==> src/rtl/ifetch_unit.sv <==
// Instruction fetch / PC stage.
// Owns the program counter, runs a request/acknowledge read on instruction
// memory, latches the returned word into the instruction register and exposes
// the decoded instruction fields to the control FSM and datapath.
//
// Memory handshake: IMEM_REQ acts as "valid" for IMEM_ADDR. Once raised, it is
// held with IMEM_ADDR stable until the first cycle IMEM_ACK=1 is sampled
// (that cycle's IMEM_DATA is captured) or until the timeout expires. IMEM_ACK
// has no meaning while IMEM_REQ=0 and is ignored in that case.
module ifetch_unit #(
    parameter int              AW        = 16,
    parameter logic [AW-1:0]   RESET_VEC = '0,
    parameter int              TIMEOUT   = 15
) (
    input  logic          CLK,
    input  logic          RST,
    input  logic          FETCH_START,
    input  logic          PC_WRITE,
    input  logic          PC_SEL,
    input  logic          BR_SEL,
    output logic          IMEM_REQ,
    output logic [AW-1:0] IMEM_ADDR,
    input  logic          IMEM_ACK,
    input  logic [31:0]   IMEM_DATA,
    output logic [3:0]    OPCODE,
    output logic [3:0]    MM,
    output logic [3:0]    RD,
    output logic [3:0]    RS1,
    output logic [15:0]   IMM,
    output logic          IR_VALID,
    output logic          BUSY,
    output logic          FAULT,
    output logic [AW-1:0] PC
);

    typedef enum logic [1:0] {
        S_IDLE = 2'd0,
        S_REQ  = 2'd1,
        S_DONE = 2'd2
    } state_t;

    // Last value of the wait counter before the fetch is declared dead.
    localparam logic [7:0] CNT_LAST = 8'(TIMEOUT - 1);

    state_t        state_q, state_d;
    logic [AW-1:0] pc_q, pc_d;
    logic [AW-1:0] fetch_pc_q, fetch_pc_d;
    logic [31:0]   ir_q, ir_d;
    logic          ir_valid_q, ir_valid_d;
    logic          busy_q, busy_d;
    logic          fault_q, fault_d;
    logic          req_q, req_d;
    logic [AW-1:0] addr_q, addr_d;
    logic [7:0]    cnt_q, cnt_d;
    logic          pend_q, pend_d;

    logic          branch;
    logic [AW-1:0] imm_zext;
    logic [AW-1:0] imm_sext;
    logic [AW-1:0] target;
    logic [AW-1:0] pc_inc;

    // Immediate fitted to the address width: zero-extended for absolute
    // targets, sign-extended for PC-relative offsets (truncated if AW < 16).
    always_comb begin
        imm_zext = '0;
        imm_sext = {AW{ir_q[15]}};
        for (int i = 0; i < AW && i < 16; i++) begin
            imm_zext[i] = ir_q[i];
            imm_sext[i] = ir_q[i];
        end
    end

    // Branch target; relative branches are taken from the PC of the most
    // recently issued fetch, not from the already-incremented PC.
    always_comb begin
        branch = PC_WRITE & PC_SEL;
        target = BR_SEL ? imm_zext : (fetch_pc_q + imm_sext);
        pc_inc = fetch_pc_q + AW'(1);
    end

    // Next-state and next-output logic for the fetch FSM.
    always_comb begin
        state_d    = state_q;
        pc_d       = pc_q;
        fetch_pc_d = fetch_pc_q;
        ir_d       = ir_q;
        ir_valid_d = ir_valid_q;
        busy_d     = busy_q;
        fault_d    = fault_q;
        req_d      = req_q;
        addr_d     = addr_q;
        cnt_d      = cnt_q;
        pend_d     = pend_q;

        case (state_q)
            S_IDLE, S_DONE: begin
                if (FETCH_START) begin
                    state_d    = S_REQ;
                    req_d      = 1'b1;
                    addr_d     = pc_q;
                    fetch_pc_d = pc_q;
                    busy_d     = 1'b1;
                    ir_valid_d = 1'b0;
                    fault_d    = 1'b0;
                    cnt_d      = '0;
                    pend_d     = 1'b0;
                end
            end
            S_REQ: begin
                // FETCH_START is deliberately ignored while a fetch is open.
                if (IMEM_ACK) begin
                    state_d    = S_DONE;
                    ir_d       = IMEM_DATA;
                    ir_valid_d = 1'b1;
                    req_d      = 1'b0;
                    busy_d     = 1'b0;
                    pend_d     = 1'b0;
                    // A branch taken during this fetch already owns the PC.
                    if (!pend_q) begin
                        pc_d = pc_inc;
                    end
                end else if (cnt_q == CNT_LAST) begin
                    state_d = S_IDLE;
                    req_d   = 1'b0;
                    busy_d  = 1'b0;
                    fault_d = 1'b1;
                    pend_d  = 1'b0;
                    cnt_d   = cnt_q + 8'd1;
                end else begin
                    cnt_d = cnt_q + 8'd1;
                end
            end
            default: begin
                state_d = S_IDLE;
            end
        endcase

        // Branches override any increment. If the fetch stays open after this
        // edge, remember it so completion does not clobber the target.
        if (branch) begin
            pc_d = target;
            if (state_d == S_REQ) begin
                pend_d = 1'b1;
            end
        end
    end

    // State register; reset wins over everything, including a same-cycle ACK.
    always_ff @(posedge CLK) begin
        if (RST) begin
            state_q    <= S_IDLE;
            pc_q       <= RESET_VEC;
            fetch_pc_q <= RESET_VEC;
            ir_q       <= '0;
            ir_valid_q <= 1'b0;
            busy_q     <= 1'b0;
            fault_q    <= 1'b0;
            req_q      <= 1'b0;
            addr_q     <= '0;
            cnt_q      <= '0;
            pend_q     <= 1'b0;
        end else begin
            state_q    <= state_d;
            pc_q       <= pc_d;
            fetch_pc_q <= fetch_pc_d;
            ir_q       <= ir_d;
            ir_valid_q <= ir_valid_d;
            busy_q     <= busy_d;
            fault_q    <= fault_d;
            req_q      <= req_d;
            addr_q     <= addr_d;
            cnt_q      <= cnt_d;
            pend_q     <= pend_d;
        end
    end

    // Decoded fields are plain slices of IR and hold between fetches.
    always_comb begin
        OPCODE    = ir_q[31:28];
        MM        = ir_q[27:24];
        RD        = ir_q[23:20];
        RS1       = ir_q[19:16];
        IMM       = ir_q[15:0];
        IR_VALID  = ir_valid_q;
        BUSY      = busy_q;
        FAULT     = fault_q;
        IMEM_REQ  = req_q;
        IMEM_ADDR = addr_q;
        PC        = pc_q;
    end

endmodule

==> config.mk <==
export PLATFORM = sky130hd
export DESIGN_NAME = ifetch_unit
export DESIGN_NICKNAME = d
export VERILOG_FILES = /design/src/rtl/ifetch_unit.sv
export SDC_FILE = /design/constraint.sdc
export NUM_CORES = 1
export LEC_CHECK = 0
export ABC_AREA = 1
export CAP_MARGIN = 40
export CELL_PAD_IN_SITES_DETAIL_PLACEMENT = 1
export CELL_PAD_IN_SITES_GLOBAL_PLACEMENT = 2
export CORE_MARGIN = 4
export CORE_UTILIZATION = 24
export DETAILED_ROUTE_END_ITERATION = 12
export PLACE_DENSITY_LB_ADDON = 0.08
export SLEW_MARGIN = 20
export SYNTH_ARGS = -nofsm -noshare
export SYNTH_HDL_FRONTEND = slang
export SYNTH_SLANG_ARGS = --single-unit
==> constraint.sdc <==
create_clock -name CLK -period 1.98 [get_ports CLK]
set_clock_uncertainty 0.2 [all_clocks]
set_input_delay 0.297 -clock CLK [delete_from_list [all_inputs] [get_ports CLK]]
set_output_delay 0.297 -clock CLK [all_outputs]
set_load 0.03 [all_outputs]
Word-level counts from Yosys, hierarchy flattened
Index checks and enable logic that the tools add are counted.
{"block": "op_classes", "n_addsub": 3, "eq_ne": 10, "n_mux": 28, "n_bitwise": 1, "reduce_logical": 12}
{"cell": "$mux W16", "count": 5}
{"cell": "$add A16 B1 Y16 const B", "count": 1}
{"cell": "$add A16 B16 Y16", "count": 1}
{"cell": "$mux W8", "count": 2}
{"cell": "$pmux W8 S2", "count": 1}
{"cell": "$mux W1", "count": 12}
{"cell": "$reduce_and A3 Y1", "count": 4}
{"cell": "$add A8 B1 Y8 const B", "count": 1}
{"cell": "$eq A8 B4 Y1 const B", "count": 1}
{"cell": "$ne A2 B2 Y1 const B", "count": 4}
{"cell": "$pmux W1 S2", "count": 4}
{"cell": "$mux W2", "count": 3}
{"cell": "$reduce_bool A2 Y1", "count": 3}
{"cell": "$eq A2 B1 Y1 const B", "count": 2}
{"cell": "$pmux W2 S2", "count": 1}
{"cell": "$reduce_and A2 Y1", "count": 2}
{"cell": "$reduce_and A4 Y1", "count": 1}
{"cell": "$ne A3 B3 Y1 const B", "count": 1}
{"cell": "$eq A2 B2 Y1 const B", "count": 1}
{"cell": "$logic_not A2 Y1", "count": 1}
{"cell": "$ne A2 B1 Y1 const B", "count": 1}
{"cell": "$reduce_or A2 Y1", "count": 1}
{"cell": "$and A1 B1 Y1", "count": 1}
{"block": "word_totals", "reg_bits": 78, "word_cells": 63}

Longest topological paths before layout
Gate-level depths: netlist of run 1.
{"block": "logic_depth", "word_depth": 7, "depth_mapped": 13}

Worst setup path before layout of run 1
OpenSTA, ideal clock, no wires.
{"block": "synth_path", "kind": "register to register", "from": "register IMEM_ADDR[0] (netlist name)", "to": "register pc_q[10] (netlist: PC[10])", "setup_time_ns": 0.122, "arrival_ns": 1.769, "t_required_ns": 1.658, "setup_slack_ns": -0.111, "stages_incl_launch_ff": 13, "path_buffers": 0, "period_less_slack_ns": 2.091, "cell_sequence": "dfxtp_1 ha_1 fa_1 nand2_1 nand2_1 nand3b_1 nand2_1 nand2_1 nand2_1 nand2_1 nand2_1 o21ai_0 a21oi_1"}
{"item": "to (signal assigned)", "line": "165", "source": "pc_q <= pc_d;"}
{"item": "to (decl)", "line": "46", "source": "logic [AW-1:0] pc_q, pc_d;"}

==> flow_metrics.py, run 1 <==
metrics = {
    "cts": {
        "path_clk_slew_ns": 0.07,
        "clock_latency_ns": 0.35,
        "cts.sink_count": 78,
        "holdBufCountCts": 0,
        "clk_path_buf_depth": 2,
        "cts_buffers": 9,
        "root_buffer": "clkbuf_16",
        "cts_tree": "done",
        "cts-htree-levels": 3,
    },
    "run": {
        "cap_violations": 0,
    },
    "global_route": {
        "antenna_found_initial": 0,
        "track_usage_pct": 17.2,
        "grt_max_degree": 51,
        "grt_pass1_wl_um": 27000,
        "overflow": 0,
        "grt_pass1_vias": 5058,
    },
    "setup_path": {
        "crit_type": "reg -> reg",
        "rr_worst_depth": 12,
        "worst-path-max-fanout": 3,
        "worstPathRequired_ns": 2.03,
        "end_kind": "flip-flop",
        "cp-start-kind": "flip-flop",
        "worstPathArrival_ns": 2.03,
    },
    "placement": {
        "io_buffers": 106,
        "dpl.hpwl_um": 12800,
        "gp_congestion": 0.807,
    },
    "yosys": {
        "synth.top_cell.area_share_pct": 37.0,
        "synthAdderAreaFrac_pct": 5.81,
        "ys_seq_area_share_pct": 37.0,
        "synth_compound_area_share_pct": 22.1,
        "ys_ff_latch": 78,
        "syn-num-nets": 678,
        "yosys.area.top_type": "dfxtp_1",
        "synth_area_um2": 4220,
        "synthXorXnorAreaFrac_pct": 2.91,
        "yosysUniqueCellTypes": 30,
        "synthSimpleGateAreaFrac_pct": 22.6,
        "synth_top_family_by_area": "simple AND/OR/NAND/NOR gates",
        "avgSynthCellArea_um2": 6.80,
        "synthTopCellsByArea": "dfxtp_1 37%, o21ai_0 10%, a21oi_1 9.4%",
        "muxShareOfSynthArea_pct": 0,
        "synth_warnings": 0,
        "synthCells": 620,
    },
    "timing": {
        "timing.final.max_slew_violations": 0,
        "period_share_pct": 100,
        "hold_slack_ns": 0.261,
        "setup_viol_count_final": 0,
        "slew_headroom_pct": 74.8,
        "max_freq_ghz": 0.505,
        "rsz0062_at_grt": "yes",
        "hold_viol_final": 0,
        "period_minus_slack_ns": 1.98,
        "setup_tns_ns": 0,
        "tightestPinTransition_ns": 0.374,
    },
    "floorplan": {
        "fp.coreArea_um2": 17200,
        "die-area_um2": 19800,
        "initial_core_util_pct": 24.5,
        "die_x_um": 141,
        "pin_count": 107,
        "die_y_um": 141,
        "fp-row-count": 48,
    },
    "power_and_ir_drop": {
        "leakage_nw": 3.01,
        "p_per_area_nw_per_um2": 717,
        "vdd_drop_max_uv": 423,
        "power.total_mw": 4.70,
    },
    "drt": {
        "vias": 4691,
        "avgRoutedWirePerCell_um": 16.3,
        "wl_um": 16600,
        "first_pass_iters": 4,
        "drt-initial-drc-count": 135,
        "ant_nets": 0,
        "viasPerCell": 4.60,
        "drc": 0,
    },
    "cells_and_area": {
        "syn_to_final_growth_pct": 55.4,
        "fillCellCount": 2126,
        "antennaDiodeCount": 0,
        "fin_nets": 847,
        "drive_gt1_share_pct": 19.8,
    },
    "hold_path": {
        "hold_depth": 1,
        "hp-class": "reg -> reg",
    },
    "outcome": {
        "outcome": "complete, no violations",
    },
}
==> state kept, by name, indices dropped and copies added, names as in the netlist <==
signal,count
ir_q,32
PC,16
cnt_q,8
IMEM_ADDR,16
IMEM_REQ,1
state_q,2
FAULT,1
pend_q,1
IR_VALID,1
==> stage by stage <==
stage	util, %	std cells	setup slack [ns]	cell area, um2
2_1_floorplan	-	620	-0.0139	4230
3_3_place_gp	35.0	1001	-0.148	6030
3_5_place_dp	35.0	1001	-0.200	6030
4_1_cts	37.1	1018	0.00228	6400
5_1_grt	38.0	1019	-0.147	6550
6_report	38.0	1019	0.000834	6550
==> critical path: stages, from the launching register on <==
cell      delay (ns)
dfxtp_4         0.36
ha_4            0.16
fa_2            0.36
nand2_2         0.09
a21oi_2         0.07
nand2_1         0.09
o211ai_1        0.10
nand2_1         0.10
nand3_2         0.07
nand2_2         0.09
nand3_1         0.08
nand2_1         0.07
inv_1           0.03
==> area by class of cell <==
cell class | instances | area [um2] | area share (%)
clock inverters | 7 | 72.6 | 1.11
well taps | 225 | 282 | 4.30
inverters | 77 | 289 | 4.41
repair buffers | 183 | 1640 | 25.0
flip-flops and latches | 78 | 1580 | 24.1
clock buffers | 9 | 225 | 3.44
multi-input cells | 440 | 2470 | 37.7
==> logic make-up after synthesis <==
group / Yosys count
flops: 78
fa+ha+maj: 19
simple gates: 227
xor+xnor: 14
compound gates: 180
buf+inv: 102
==> cells in the final DEF (no fill, tap or decap), drive strengths merged <==
cell type / instances
a31o: 1
a31oi: 6
fa: 1
o21bai: 1
dlymetal6s2s: 6
buf: 77
clkinv: 4
o21a: 1
o21ai: 91
xor2: 9
bufinv: 1
dlygate4sd2: 27
clkdlybuf4s50: 73
nand3b: 2
nor2: 85
a21oi: 79
nor3: 5
dfxtp: 78
ha: 18
xnor2: 5
nand2: 97
inv: 79
clkbuf: 9
nand4: 3
o211ai: 1
nand3: 34
or2: 1
==> Yosys cell counts <==
cell type  number
nor2_8          1
or2_2           1
inv_1          73
nor2_1         82
clkbuf_1       20
nor2_4          2
nand4_1         3
inv_2           4
buf_4           2
o21a_1          1
o211ai_1        1
dfxtp_1        78
o21ai_1         5
xor2_1          9
a31oi_1         6
o21bai_1        1
nand2_2         1
fa_1            1
o21ai_4         1
o21ai_0        85
nand2_1        96
nand3b_1        2
buf_1           1
nand3_1        34
xnor2_1         5
nor3_1          5
buf_6           2
a21oi_1        79
ha_1           18
a31o_2          1
==> metal layers <==
layer / global-route usage, % / wire length [um]
met3: 5.19 / 780
met4: 4.54 / 310
met1: 22.3 / 7770
met5: 0 / 0
met2: 28.0 / 7730
==> repair_timing <==
action | 4_1_cts | 5_1_grt
resized for setup | 50 | 41
buffers inserted | 1 | 1
gates cloned | 0 | 0
endpoints found under the setup margin | 36 | 18
pin swaps | 7 | 13
==> worst paths after layout <==
path / startpoint / endpoint / slack, ns
worst min-delay path: cnt_q[7] / cnt_q[7] / 0.26
worst min register to register: cnt_q[7] / cnt_q[7] / 0.26
worst max-delay path: IMEM_ADDR[0] / PC[8] / 0.0008
worst max register to register: IMEM_ADDR[0] / PC[8] / 0.0008
==> where the power goes <==
| part | leakage, nW | internal, mW | switching (mW) | total, mW |
|---|---|---|---|---|
| Clock | 0.150 | 0.983 | 0.752 | 1.74 |
| Combinational | 2.22 | 0.503 | 0.688 | 1.19 |
| Sequential | 0.644 | 1.68 | 0.0928 | 1.77 |
| Total | 3.01 | 3.16 | 1.53 | 4.70 |
Note: power is estimated with default switching activity, not from simulation.
==> run 2, diff against run 1 <==
--- a/config.mk
+++ b/config.mk
@@ -13,7 +13,6 @@
 export CORE_UTILIZATION = 24
 export DETAILED_ROUTE_END_ITERATION = 12
 export PLACE_DENSITY_LB_ADDON = 0.08
-export SLEW_MARGIN = 20
 export SYNTH_ARGS = -nofsm -noshare
 export SYNTH_HDL_FRONTEND = slang
 export SYNTH_SLANG_ARGS = --single-unit
==> results of run 2 <==
No change in the layout: final DEF, timing and power equal those of run 1.
==> run 3, diff against run 2 <==
--- a/config.mk
+++ b/config.mk
@@ -6,7 +6,7 @@
 export NUM_CORES = 1
 export LEC_CHECK = 0
 export ABC_AREA = 1
-export CAP_MARGIN = 40
+export CAP_MARGIN = 20
 export CELL_PAD_IN_SITES_DETAIL_PLACEMENT = 1
 export CELL_PAD_IN_SITES_GLOBAL_PLACEMENT = 2
 export CORE_MARGIN = 4
==> results of run 3 <==
No change in the layout: final DEF, timing and power equal those of run 1.
